## src/rtl/fetch_stage_if.sv

```systemverilog
// Instruction-memory request/acknowledge port.
//   imem_req   : fetch stage requests a word at imem_addr
//   imem_addr  : request address, stable while req=1 and ack=0
//   imem_ack   : memory returns imem_rdata for the current request
//   imem_rdata : fetched instruction word
interface fetch_stage_if #(
    parameter int unsigned ADDR_W  = 32,
    parameter int unsigned INSTR_W = 32
);
    logic               imem_req;
    logic [ADDR_W-1:0]  imem_addr;
    logic               imem_ack;
    logic [INSTR_W-1:0] imem_rdata;

    modport master (output imem_req, output imem_addr, input imem_ack, input imem_rdata);
    modport slave  (input imem_req, input imem_addr, output imem_ack, output imem_rdata);
endinterface

```

## src/rtl/fetch_stage.sv

```systemverilog
// Instruction-fetch stage feeding the IF/ID register.
// Ports:
//   clk, rst          : clock, synchronous active-high reset
//   freeze            : hold the IF/ID register
//   branch_taken/addr : redirect from execute (overrides freeze)
//   imem              : instruction-memory port (master side)
//   instr_out/pc_out  : IF/ID word and its PC+4 (zero when bubble)
//   instr_valid       : IF/ID holds a real instruction
//   fetch_stall       : fetch is waiting on memory
module fetch_stage #(
    parameter int unsigned        ADDR_W   = 32,
    parameter int unsigned        INSTR_W  = 32,
    parameter logic [ADDR_W-1:0]  RESET_PC = '0
) (
    input  logic                clk,
    input  logic                rst,
    input  logic                freeze,
    input  logic                branch_taken,
    input  logic [ADDR_W-1:0]   branch_addr,
    fetch_stage_if.master       imem,
    output logic [INSTR_W-1:0]  instr_out,
    output logic [ADDR_W-1:0]   pc_out,
    output logic                instr_valid,
    output logic                fetch_stall
);

    typedef enum logic [1:0] {S_FETCH = 2'd0, S_HELD = 2'd1, S_DROP = 2'd2} state_e;

    state_e              state_q, state_d;
    logic [ADDR_W-1:0]   pc_q, pc_d;
    logic [ADDR_W-1:0]   stale_q, stale_d;
    logic [INSTR_W-1:0]  skid_instr_q, skid_instr_d;
    logic [ADDR_W-1:0]   skid_pc_q, skid_pc_d;
    logic [INSTR_W-1:0]  instr_q, instr_d;
    logic [ADDR_W-1:0]   pc_out_q, pc_out_d;
    logic                valid_q, valid_d;
    logic [ADDR_W-1:0]   pc_plus4;

    assign pc_plus4 = pc_q + ADDR_W'(4);

    // State and datapath registers
    always_ff @(posedge clk) begin
        if (rst) begin
            state_q      <= S_FETCH;
            pc_q         <= RESET_PC;
            stale_q      <= '0;
            skid_instr_q <= '0;
            skid_pc_q    <= '0;
            instr_q      <= '0;
            pc_out_q     <= '0;
            valid_q      <= 1'b0;
        end else begin
            state_q      <= state_d;
            pc_q         <= pc_d;
            stale_q      <= stale_d;
            skid_instr_q <= skid_instr_d;
            skid_pc_q    <= skid_pc_d;
            instr_q      <= instr_d;
            pc_out_q     <= pc_out_d;
            valid_q      <= valid_d;
        end
    end

    // Next-state and datapath update
    always_comb begin
        state_d      = state_q;
        pc_d         = pc_q;
        stale_d      = stale_q;
        skid_instr_d = skid_instr_q;
        skid_pc_d    = skid_pc_q;
        instr_d      = instr_q;
        pc_out_d     = pc_out_q;
        valid_d      = valid_q;

        // A redirect always flushes IF/ID, frozen or not
        if (branch_taken || !freeze) begin
            instr_d  = '0;
            pc_out_d = '0;
            valid_d  = 1'b0;
        end

        unique case (state_q)
            S_FETCH: begin
                if (branch_taken) begin
                    pc_d = branch_addr;
                    if (!imem.imem_ack) begin
                        // Outstanding request must still complete at its old address
                        stale_d = pc_q;
                        state_d = S_DROP;
                    end
                end else if (imem.imem_ack) begin
                    pc_d = pc_plus4;
                    if (freeze) begin
                        skid_instr_d = imem.imem_rdata;
                        skid_pc_d    = pc_plus4;
                        state_d      = S_HELD;
                    end else begin
                        instr_d  = imem.imem_rdata;
                        pc_out_d = pc_plus4;
                        valid_d  = 1'b1;
                    end
                end
            end
            S_HELD: begin
                if (branch_taken) begin
                    skid_instr_d = '0;
                    skid_pc_d    = '0;
                    pc_d         = branch_addr;
                    state_d      = S_FETCH;
                end else if (!freeze) begin
                    instr_d  = skid_instr_q;
                    pc_out_d = skid_pc_q;
                    valid_d  = 1'b1;
                    state_d  = S_FETCH;
                end
            end
            S_DROP: begin
                if (branch_taken) begin
                    pc_d = branch_addr;
                end
                if (imem.imem_ack) begin
                    state_d = S_FETCH;
                end
            end
            default: begin
                state_d = S_FETCH;
            end
        endcase
    end

    // Memory port and status outputs
    always_comb begin
        imem.imem_req  = 1'b0;
        imem.imem_addr = pc_q;
        fetch_stall    = 1'b0;
        unique case (state_q)
            S_FETCH: begin
                imem.imem_req = 1'b1;
                fetch_stall   = !imem.imem_ack;
            end
            S_DROP: begin
                imem.imem_req  = 1'b1;
                imem.imem_addr = stale_q;
                fetch_stall    = 1'b1;
            end
            default: begin
                imem.imem_req = 1'b0;
            end
        endcase
    end

    assign instr_out   = instr_q;
    assign pc_out      = pc_out_q;
    assign instr_valid = valid_q;

endmodule

```

## src/flat_wrapper.sv

```systemverilog
// flat-port wrapper written by rule: the top's interface ports become plain ports
module fetch_stage_flat 
#(
    parameter int unsigned        ADDR_W   = 32,
    parameter int unsigned        INSTR_W  = 32,
    parameter logic [ADDR_W-1:0]  RESET_PC = '0
)
  (clk, rst, freeze, branch_taken, branch_addr, instr_out, pc_out, instr_valid, fetch_stall, imem_imem_req, imem_imem_addr, imem_imem_ack, imem_imem_rdata);
  fetch_stage_if #(.ADDR_W(ADDR_W), .INSTR_W(INSTR_W)) imem_i ();
  input  logic clk;
  input  logic rst;
  input  logic freeze;
  input  logic branch_taken;
  input  logic [ADDR_W-1:0] branch_addr;
  output logic [INSTR_W-1:0] instr_out;
  output logic [ADDR_W-1:0] pc_out;
  output logic instr_valid;
  output logic fetch_stall;
  output wire logic [$bits(imem_i.imem_req)-1:0] imem_imem_req;
  output wire logic [$bits(imem_i.imem_addr)-1:0] imem_imem_addr;
  input wire logic [$bits(imem_i.imem_ack)-1:0] imem_imem_ack;
  input wire logic [$bits(imem_i.imem_rdata)-1:0] imem_imem_rdata;
  assign imem_imem_req = imem_i.imem_req;
  assign imem_imem_addr = imem_i.imem_addr;
  assign imem_i.imem_ack = imem_imem_ack;
  assign imem_i.imem_rdata = imem_imem_rdata;
  fetch_stage #(.ADDR_W(ADDR_W), .INSTR_W(INSTR_W), .RESET_PC(RESET_PC)) u_core (.clk(clk), .rst(rst), .freeze(freeze), .branch_taken(branch_taken), .branch_addr(branch_addr), .imem(imem_i), .instr_out(instr_out), .pc_out(pc_out), .instr_valid(instr_valid), .fetch_stall(fetch_stall));
endmodule
```

## config.mk

```make
export PLATFORM = sky130hd
export DESIGN_NAME = fetch_stage_flat
export DESIGN_NICKNAME = d
export VERILOG_FILES = /design/src/rtl/fetch_stage_if.sv /design/src/rtl/fetch_stage.sv /design/src/flat_wrapper.sv
export SDC_FILE = /design/constraint.sdc
export NUM_CORES = 1
export LEC_CHECK = 0
export BUFFER_PORTS_ARGS = -buffer_cell sky130_fd_sc_hd__buf_2
export CELL_PAD_IN_SITES_DETAIL_PLACEMENT = 1
export CELL_PAD_IN_SITES_GLOBAL_PLACEMENT = 1
export CORE_ASPECT_RATIO = 0.7
export CORE_MARGIN = 2
export CORE_UTILIZATION = 44
export DETAILED_ROUTE_END_ITERATION = 7
export GPL_TIMING_DRIVEN = 0
export PLACE_DENSITY = 0.94
export SYNTH_ARGS = -nofsm -noshare
export SYNTH_HDL_FRONTEND = slang
export SYNTH_SLANG_ARGS = --single-unit
```

## constraint.sdc

```tcl
create_clock -name clk -period 6.1 [get_ports clk]
set_input_delay 0.61 -clock clk [delete_from_list [all_inputs] [get_ports clk]]
set_output_delay 0.61 -clock clk [all_outputs]
set_load 0.005 [all_outputs]
```

==> run summary <==
The flow ran to the end, and the final reports show no timing, DRC or antenna violations. The fraction of synthesized cell area taken by the top area cell type is 43.9%, and the first-pass GRT wire length is 53,200 um. The largest fanout of any net on the critical path was 10.

The worst setup path is captured at an output port. The total count of hold-check failures in the final report is 0. Routability-driven placement finished with a final weighted congestion of 0.972.

Buffers placed on the I/O ports in this run total 166. The commonest cells after synthesis are 195 x sky130_fd_sc_hd__dfxtp_1, 172 x sky130_fd_sc_hd__nand2_1, 107 x sky130_fd_sc_hd__nor2_1, 105 x sky130_fd_sc_hd__a21oi_1, 76 x sky130_fd_sc_hd__clkbuf_1. For this design the top-level I/O count stands at 168. The root buffer cell chosen for the clock tree is sky130_fd_sc_hd__clkbuf_16. Summing over every cut layer, the via total after detailed routing is 9,729. The H-tree level count came out at 4. After detailed routing, the number of remaining DRC violations is 0. The number of antenna diodes in the final layout is 0. The sequential fraction of the synthesis area is 43.9%, and the die area is 21,400 um2. The data required time of the worst path was 5.49 ns; the net count after synthesis was 1,158. Summed over all layers, the routed wires come to 35,300 um.

Mean number of vias per cell: 6.27. Setup repair after global routing left no endpoint under its margin. The maximum achievable frequency is 0.312 GHz.

The wire length per cell after detailed routing was 22.7 um. Sorting the synthesized cells by area gives the leading types as sky130_fd_sc_hd__dfxtp_1 44%, sky130_fd_sc_hd__nand2_1 7.3%, sky130_fd_sc_hd__a21oi_1 5.9%. STA classifies the critical path startpoint as a flop. The clock passes through at most 2 buffers. The logs give 9,490 for the via count of the first global-routing pass and 0 for the overflow left after global routing. In this run, synthesis inferred 0 flip-flops with an integrated enable.

The async set-or-reset flop fraction in the synthesized netlist came out at 0%. The later pin in the worst-skew pair is clocked with a latency of 0.46 ns. The run gives 0 as the number of pins with negative max-slew slack in the final report. TritonCTS built the clock tree.

After synthesis, the mean cell area works out to 8.20 um2. For the number of routed nets with antenna violations, the log shows 0. Setup total negative slack on the finished layout was measured at 0 ns. The run gives 0 as the number of endpoints failing setup at the final stage. Type of the worst min-delay path: in -> reg. Delay contributed by the slowest stage of the critical path: 0.61 ns.

In this run the critical register-to-register path is captured at u_core.pc_out[22]$_SDFF_PP0_. Number of nets at the end of the flow: 1,343. The synthesized design spends more area on one cell type than any other, namely sky130_fd_sc_hd__dfxtp_1. The most common flop cell mapped by yosys is sky130_fd_sc_hd__dfxtp_1. In the global route stage, overall resource usage came out at 32.5%. For the arrival time at the worst endpoint, the log shows 2.60 ns. The core footprint came out at 19,800 um2. The share of cells above drive strength 1 is 21.2%.

The slowest stage of the critical path belongs to the cell sky130_fd_sc_hd__clkbuf_1. The clock slew seen by the registers of the worst setup and hold paths is 0.08 ns. For this configuration, the core starts out at a cell density of 44.9%. For this block, the initial DRC count from the detailed router was 1,138.

Number of unique standard cell types used by synthesis: 63. Source of the worst register-to-register timing path: u_core.pc_q[3]$_SDFFE_PP0P_. Before antenna repair, the detailed router went through 6 iterations. Dividing the final minimum period by the clock period gives 52.6%. The synthesized design contains 195 register bits.

Height of the chip: 123 um. For the final database, setup skew stands at 0.00978 ns. Counting every sink on the clock net gives 195. The signal on the critical path passes through inv_1 -> ha_1 -> clkbuf_1 -> clkbuf_1 -> mux2_2 -> buf_2.

The tools report the initial antenna violation count as 0. The total of hold buffers inserted after clock tree synthesis came out at 0. At the pin with the least slew margin, the transition time is 0.899 ns.

Synthesized cell area: 8890 um2. Entering global routing, the biggest net connects 21 pins. Post-CTS setup buffer count: 0. Cell occurring most often along the worst timing path: sky130_fd_sc_hd__clkbuf_1. Dividing total power by cell area gives a power density of 280 nW/um2. For the number of instances in the synthesized netlist, the log shows 1,084.

For this run, the number of Yosys warnings is 0. For flop-to-flop paths, the worst setup slack is 3.33 ns. In the post-synthesis netlist, the cell with the most instances is sky130_fd_sc_hd__dfxtp_1. In this run the tightest slew margin relative to its limit is 39.7%. The total power draw is 2.99 mW. Relative to the synthesized area, the layout overhead comes to 19.8%. The logs give 43 for the number of placement rows and 17 for the number of buffers created by CTS. Post-CTS repair changed the size of 0 cells. Tracing the worst setup path back leads to its startpoint at u_core.state_q[0]$_SDFFE_PP0P_. The critical path in this run is classified as reg -> out. The peak supply drop was 0.178 mV; the number of maximum-capacitance violations was 0. Once detailed placement completed, the half-perimeter wirelength came to 25,500 um.

The worst register-to-register path has a depth of 6. The most critical setup path has its endpoint at imem_imem_addr[28]. The leakage power of the design came out at 4.09 nW. Subtracting the final worst setup slack from the clock period gives 3.21 ns.

The floorplan step set the die width to 174 um.
state kept, by name, indices dropped and copies added, names as in the netlist:
name                 count
u_core.skid_pc_q        32
u_core.instr_out        32
u_core.pc_q             32
u_core.pc_out           32
u_core.state_q           2
u_core.skid_instr_q     32
u_core.instr_valid       1
u_core.stale_q          32
worst max-delay path: cells and delay by family, from the launching register on:
family	cells	cell delay [ns]
adders and majority gates	1	0.14
buffers and inverters	4	1.24
DFF	1	0.36
muxes	1	0.41
through the flow:
step                cells  utilization [%]  hold slack (ns)  setup slack [ns]  cell area [um2]
finish               1552             53.8            0.430              2.89            10700
global route         1552             53.8            0.426              2.84            10700
CTS                  1552             53.8            0.428              2.96            10700
detailed placement   1520             50.8            0.444              3.43            10100
global placement     1520             50.8            0.434              3.51            10100
floorplan            1084                -            0.421              4.03             8890
routing by layer:
metal / vias up / global-route usage, % / part of all wire, %
met2: 599 / 50.5 / 44
met5: - / 0 / 0
met3: 80 / 7.84 / 11
met4: 0 / 13.3 / 2.9
met1: 4760 / 43.8 / 43
li1: 4290 / - / -
power by group:
| group | switching (mW) | internal (mW) |
|---|---|---|
| registers | 0.0427 | 1.32 |
| clock network | 0.579 | 0.560 |
| logic | 0.321 | 0.163 |
cell type report:
type	count	area (um2)
Buffer	109	473
Clock buffer	18	439
Clock inverter	14	155
Fill cell	2495	9150
Inverter	14	52.6
Multi-Input combinational cell	766	4460
Sequential cell	195	3900
Tap cell	270	338
Timing Repair Buffer	166	831
cell usage in the layout (no fill, tap or decap), types with 6 or more instances in the layout:
cell / instances
sky130_fd_sc_hd__dfxtp_1: 195
sky130_fd_sc_hd__buf_2: 190
sky130_fd_sc_hd__nand2_1: 172
sky130_fd_sc_hd__nor2_1: 107
sky130_fd_sc_hd__a21oi_1: 105
sky130_fd_sc_hd__clkbuf_1: 76
sky130_fd_sc_hd__nand3_1: 51
sky130_fd_sc_hd__o21ai_0: 44
sky130_fd_sc_hd__a222oi_1: 41
sky130_fd_sc_hd__a22oi_1: 30
sky130_fd_sc_hd__mux2_2: 24
sky130_fd_sc_hd__a31oi_1: 18
sky130_fd_sc_hd__clkbuf_16: 17
sky130_fd_sc_hd__nand4_1: 15
sky130_fd_sc_hd__inv_1: 14
sky130_fd_sc_hd__nor4_1: 13
sky130_fd_sc_hd__xnor2_1: 13
sky130_fd_sc_hd__nor3_1: 11
sky130_fd_sc_hd__buf_4: 7
sky130_fd_sc_hd__and4_1: 7
sky130_fd_sc_hd__o31ai_1: 7
sky130_fd_sc_hd__o31a_1: 6
sky130_fd_sc_hd__o22ai_1: 6
sky130_fd_sc_hd__inv_6: 6
worst min path at each step:
stage / startpoint / to / slack (ns) / depth (start not counted)
after CTS: imem_imem_rdata[24] / u_core.skid_instr_q[24]$_SDFFE_PP0P_ / 0.43 / 3
after global routing: branch_addr[0] / u_core.pc_q[0]$_SDFFE_PP0P_ / 0.43 / 3
after global placement: u_core.skid_pc_q[31]$_SDFFE_PP0P_ / u_core.skid_pc_q[31]$_SDFFE_PP0P_ / 0.43 / 2
after floorplan: u_core.skid_pc_q[31]$_SDFFE_PP0P_ / u_core.skid_pc_q[31]$_SDFFE_PP0P_ / 0.42 / 2
final: imem_imem_rdata[16] / u_core.skid_instr_q[16]$_SDFFE_PP0P_ / 0.43 / 3
after detailed placement: u_core.skid_pc_q[1]$_SDFFE_PP0P_ / u_core.skid_pc_q[1]$_SDFFE_PP0P_ / 0.44 / 2
logic make-up after synthesis:
group                    share of synthesized area (%)
XOR/XNOR                                          1.77
adder cells (fa/ha/maj)                          0.704
flip-flops                                        43.9
AND/OR/NAND/NOR                                   21.9
multiplexers                                      3.38
buffers and inverters                             5.91
AO/OA/AOI/OAI                                     22.4
Note: power is estimated with default switching activity, not from simulation.
